**src/rtl/ones_pattern_gen.sv**
```systemverilog
// ones_pattern_gen: streams every W-bit word with popcount k in ascending order over valid/ready
module ones_pattern_gen #(
  parameter int W = 8,
  localparam int KW = $clog2(W) + 1
) (
  input  logic          clk,
  input  logic          rst_n,
  input  logic          start,
  input  logic [KW-1:0] k,
  output logic          busy,
  output logic          out_valid,
  input  logic          out_ready,
  output logic [W-1:0]  out_word,
  output logic          out_last,
  output logic [W-1:0]  out_idx,
  output logic          done,
  output logic          err
);
  typedef enum logic [1:0] {IDLE, EMIT, FIN} state_t;
  state_t state, state_n;
  logic [W-1:0] lo, hi, hi_q, hi_n, low_bit, sum, nxt, word_n, idx_n;
  logic [KW-1:0] tz;
  logic last_n, err_n;
  assign busy = state != IDLE;
  assign out_valid = state == EMIT;
  assign done = state == FIN;
  // Gosper step: lowest set bit ripples the trailing block up; leftover ones are right-justified
  always_comb begin
    lo = ~({W{1'b1}} << k);
    hi = ~({W{1'b1}} >> k);
    low_bit = out_word & (~out_word + 1'b1);
    sum = out_word + low_bit;
    tz = '0;
    for (int i = W - 1; i >= 0; i--) if (low_bit[i]) tz = KW'(i);
    nxt = (((sum ^ out_word) >> 2) >> tz) | sum;
  end
  always_comb begin
    state_n = state;
    word_n = out_word;
    idx_n = out_idx;
    last_n = out_last;
    hi_n = hi_q;
    err_n = 1'b0;
    unique case (state)
      IDLE: if (start) begin
        if (k > KW'(W)) err_n = 1'b1;
        else begin
          state_n = EMIT;
          word_n = lo;
          idx_n = '0;
          hi_n = hi;
          last_n = lo == hi;
        end
      end
      EMIT: if (out_ready) begin
        if (out_last) state_n = FIN;
        else begin
          word_n = nxt;
          idx_n = out_idx + 1'b1;
          last_n = nxt == hi_q;
        end
      end
      default: state_n = IDLE;
    endcase
  end
  always_ff @(posedge clk or negedge rst_n) begin
    if (!rst_n) begin
      state <= IDLE;
      out_word <= '0;
      out_idx <= '0;
      out_last <= 1'b0;
      hi_q <= '0;
      err <= 1'b0;
    end else begin
      state <= state_n;
      out_word <= word_n;
      out_idx <= idx_n;
      out_last <= last_n;
      hi_q <= hi_n;
      err <= err_n;
    end
  end
endmodule

```
**config.mk**
```make
export PLATFORM = sky130hd
export DESIGN_NAME = ones_pattern_gen
export DESIGN_NICKNAME = d
export VERILOG_FILES = /design/src/rtl/ones_pattern_gen.sv
export SDC_FILE = /design/constraint.sdc
export NUM_CORES = 1
export LEC_CHECK = 0
export ABC_AREA = 1
export BUFFER_PORTS_ARGS = -buffer_cell sky130_fd_sc_hd__buf_2
export CORE_MARGIN = 3
export CORE_UTILIZATION = 30
export CTS_BUF_LIST = sky130_fd_sc_hd__clkbuf_2 sky130_fd_sc_hd__clkbuf_4 sky130_fd_sc_hd__clkbuf_8
export DETAILED_ROUTE_END_ITERATION = 6
export GPL_ROUTABILITY_DRIVEN = 0
export SETUP_SLACK_MARGIN = 0.4
export SLEW_MARGIN = 40
export SYNTH_ARGS = -nofsm -noshare
export SYNTH_HDL_FRONTEND = slang
export SYNTH_SLANG_ARGS = --single-unit
export TNS_END_PERCENT = 50
```
**constraint.sdc**
```tcl
create_clock -name clk -period 3.5 [get_ports clk]
set_input_delay 0.7 -clock clk [delete_from_list [all_inputs] [get_ports clk]]
set_output_delay 0.7 -clock clk [all_outputs]
set_load 0.02 [all_outputs]
```
==> run summary <==
Post-synth EDFFs -> 0
Met2 WL -> 2370 um
Nets -> 322
Most frequent cell after synthesis -> nand2_1
Die X -> 87.5 um
Core ar. -> 6390 um^2
Synth Instances -> 285
Top-area cell type share of the netlist area -> 35.1%
Buffers on Ports -> 28
Main synth FF type -> dfrtp_1
Startpoint class of the critical path -> input pin
Async set or reset register ratio after synthesis -> 100%
Syn Nets -> 294
Vias in the first global route -> 1834
TritonCTS clock tree -> done
Status -> finished clean
IO Pins -> 29
TritonCTS Buffers -> 3
Placement Setup Slack -> 0.924 ns
CTS root buffer -> clkbuf_8
Layout cells sized above 1 -> 19.6%
Area leader, netlist -> dfrtp_1
GRT Residual Overflow -> 0
Clk_lat worst skew -> 0.28 ns
Final wirelength -> 5230 um
Final instance area -> 2260 um^2
Drt via density -> 5.21
Register area share after synthesis -> 35.1%
Worst slew pin tran -> 0.615 ns
Vias -> 2025
Period utilization -> 65.0%
Leakage -> 0.00120 uW
DP Wirelength -> 4160 um
Worst hold slack -> 0.425 ns
Crit path time final -> 2.28 ns
Final core occ -> 35.4%
Clk_skew -> 0.00607 ns
First-pass GRT wire length -> 8690 um
Yosys cell types -> 32
Mean Syn Cell Area -> 7.00 um^2
Synthesis warning total -> 0
Post-cts hold buffer count -> 0
Largest cells by area after synthesis -> dfrtp_1, nand2_1, nand3_1, inv_1, o21ai_0
Final setup vio count -> 0
Die ar. -> 7660 um^2
Post-route ant nets -> 0
Starting Density -> 31.2%
Crit path max fanout -> 9
Fmax -> 0.439 GHz
Critical path type -> input pin to flop
Total Routing Usage GR -> 14.2%
Clock transition at the registers of the reported paths -> 0.09 ns
Max layer used -> met4
DRT Pass-1 Iters -> 4
Height of the die -> 87.5 um
Pwr dens -> 966 nW/um^2
Post-cts resize count -> 0
Hold Vio Cnt, Final -> 0
Starting DRT DRC Count -> 92
Maxcap violations -> 0
Row Count -> 29
P&R area growth vs syn -> 13.2%
Peak supply drop -> 417 uV
Largest net degree at the start of global routing -> 29
Flops & latches, synth -> 28
H-tree level count -> 1
Initial antenna violation count -> 0
DRC Markers -> 0
Ant diodes -> 0
Met3 wire len -> 301 um
Per-cell routed wire length -> 13.5 um
WL met1 -> 2500 um
Critical Path End Type -> flop
RSZ-0062 raised after global routing -> false
Hold Path Class -> input pin to async pin
DP Area -> 2200 um^2
# Post-CTS Setup Buffers -> 0
CTS sink cnt -> 28
Final WS setup -> 1.22 ns
WP data required -> 3.67 ns
Fin. max-slew vios -> 0
Synthesized area -> 1990 um^2
Post-synth top cells -> nand2_1, nand3_1, inv_1
Clk buf depth -> 2
Slew HR -> 59.0%
Setup TNS Final -> 0 ns
Crit path arrival time -> 2.45 ns
[power breakdown]
| part | internal (uW) | switching (uW) |
|---|---|---|
| logic | 442 | 928 |
| registers | 446 | 163 |
| clock network | 101 | 102 |
[final timing paths]
path	from	end	slack (ns)	cells past startpoint
setup / recovery	k[1]	out_idx[7]	1.22	13
hold / removal	rst_n	state[0]	0.42	1
setup reg to reg	out_word[2]	out_last	1.27	14
hold reg to reg	out_idx[7]	out_idx[7]	0.55	2
max in group asynchronous	rst_n	out_idx[4]	2.67	1
min in group clk	out_idx[7]	out_idx[7]	0.55	2
[metrics by stage]
| stage | std cells | power [uW] |
|---|---|---|
| after floorplan | 285 | 1640 |
| after global placement | 385 | 1970 |
| after detailed placement | 385 | 1980 |
| after CTS | 389 | 2190 |
| after global routing | 389 | 2390 |
| final | 389 | 2180 |
[critical path: stages]
cell and delay (ns):
buf_2 0.11, nor2_1 0.17, nand2_1 0.10, nand2_1 0.10, nand3_2 0.15, nand2_1 0.17, nand2_2 0.13, nor2_1 0.15
nand3_1 0.12, nor2_1 0.20, nand3_1 0.12, o21ai_0 0.16, a21oi_1 0.05
[cell families (layout without fill, tap and decap cells)]
| logic type | count (synthesis) | in the layout | synth area share [%] |
|---|---|---|---|
| AND/OR/NAND/NOR | 163 | 163 | 41.3 |
| AO/OA/AOI/OAI | 44 | 44 | 12.4 |
| multiplexers | 1 | 1 | 0.565 |
| buffers and inverters | 47 | 74 | 9.54 |
| XOR/XNOR | 1 | 1 | 0.439 |
| adder cells (fa/ha/maj) | 1 | 1 | 0.627 |
| flip-flops | 28 | 28 | 35.1 |
[area by class of cell]
| type | count | area [um^2] |
|---|---|---|
| Timing Repair Buffer | 29 | 148 |
| Sequential cell | 28 | 701 |
| Multi-Input combinational cell | 210 | 1100 |
| Tap cell | 77 | 96.3 |
| Fill cell | 705 | 4130 |
| Inverter | 41 | 155 |
| Clock buffer | 4 | 55.1 |
[layout by cell type, fill, tap and decap left out, types with 5 or more instances in the layout]
| cell type | count |
|---|---|
| dfrtp_1 | 28 |
| nand3_2 | 6 |
| inv_2 | 5 |
| o211ai_1 | 7 |
| nand2_2 | 5 |
| nand4_1 | 8 |
| buf_2 | 28 |
| nand2_1 | 72 |
| a21oi_1 | 12 |
| inv_1 | 35 |
| nand3_1 | 37 |
| nor2_1 | 19 |
| o21ai_0 | 21 |
[sequential cells by signal (all words and copies together), names as in the netlist]
name,cells
out_last,1
err,1
hi_q,8
out_idx,8
out_word,8
state,2
[metal layers]
metal / track usage (%) / vias up
li1: - / 1002
met1: 20.4 / 943
met2: 22.2 / 75
met3: 1.60 / 5
met4: 5.02 / 0
met5: 0 / -
Note: power is estimated with default switching activity, not from simulation.
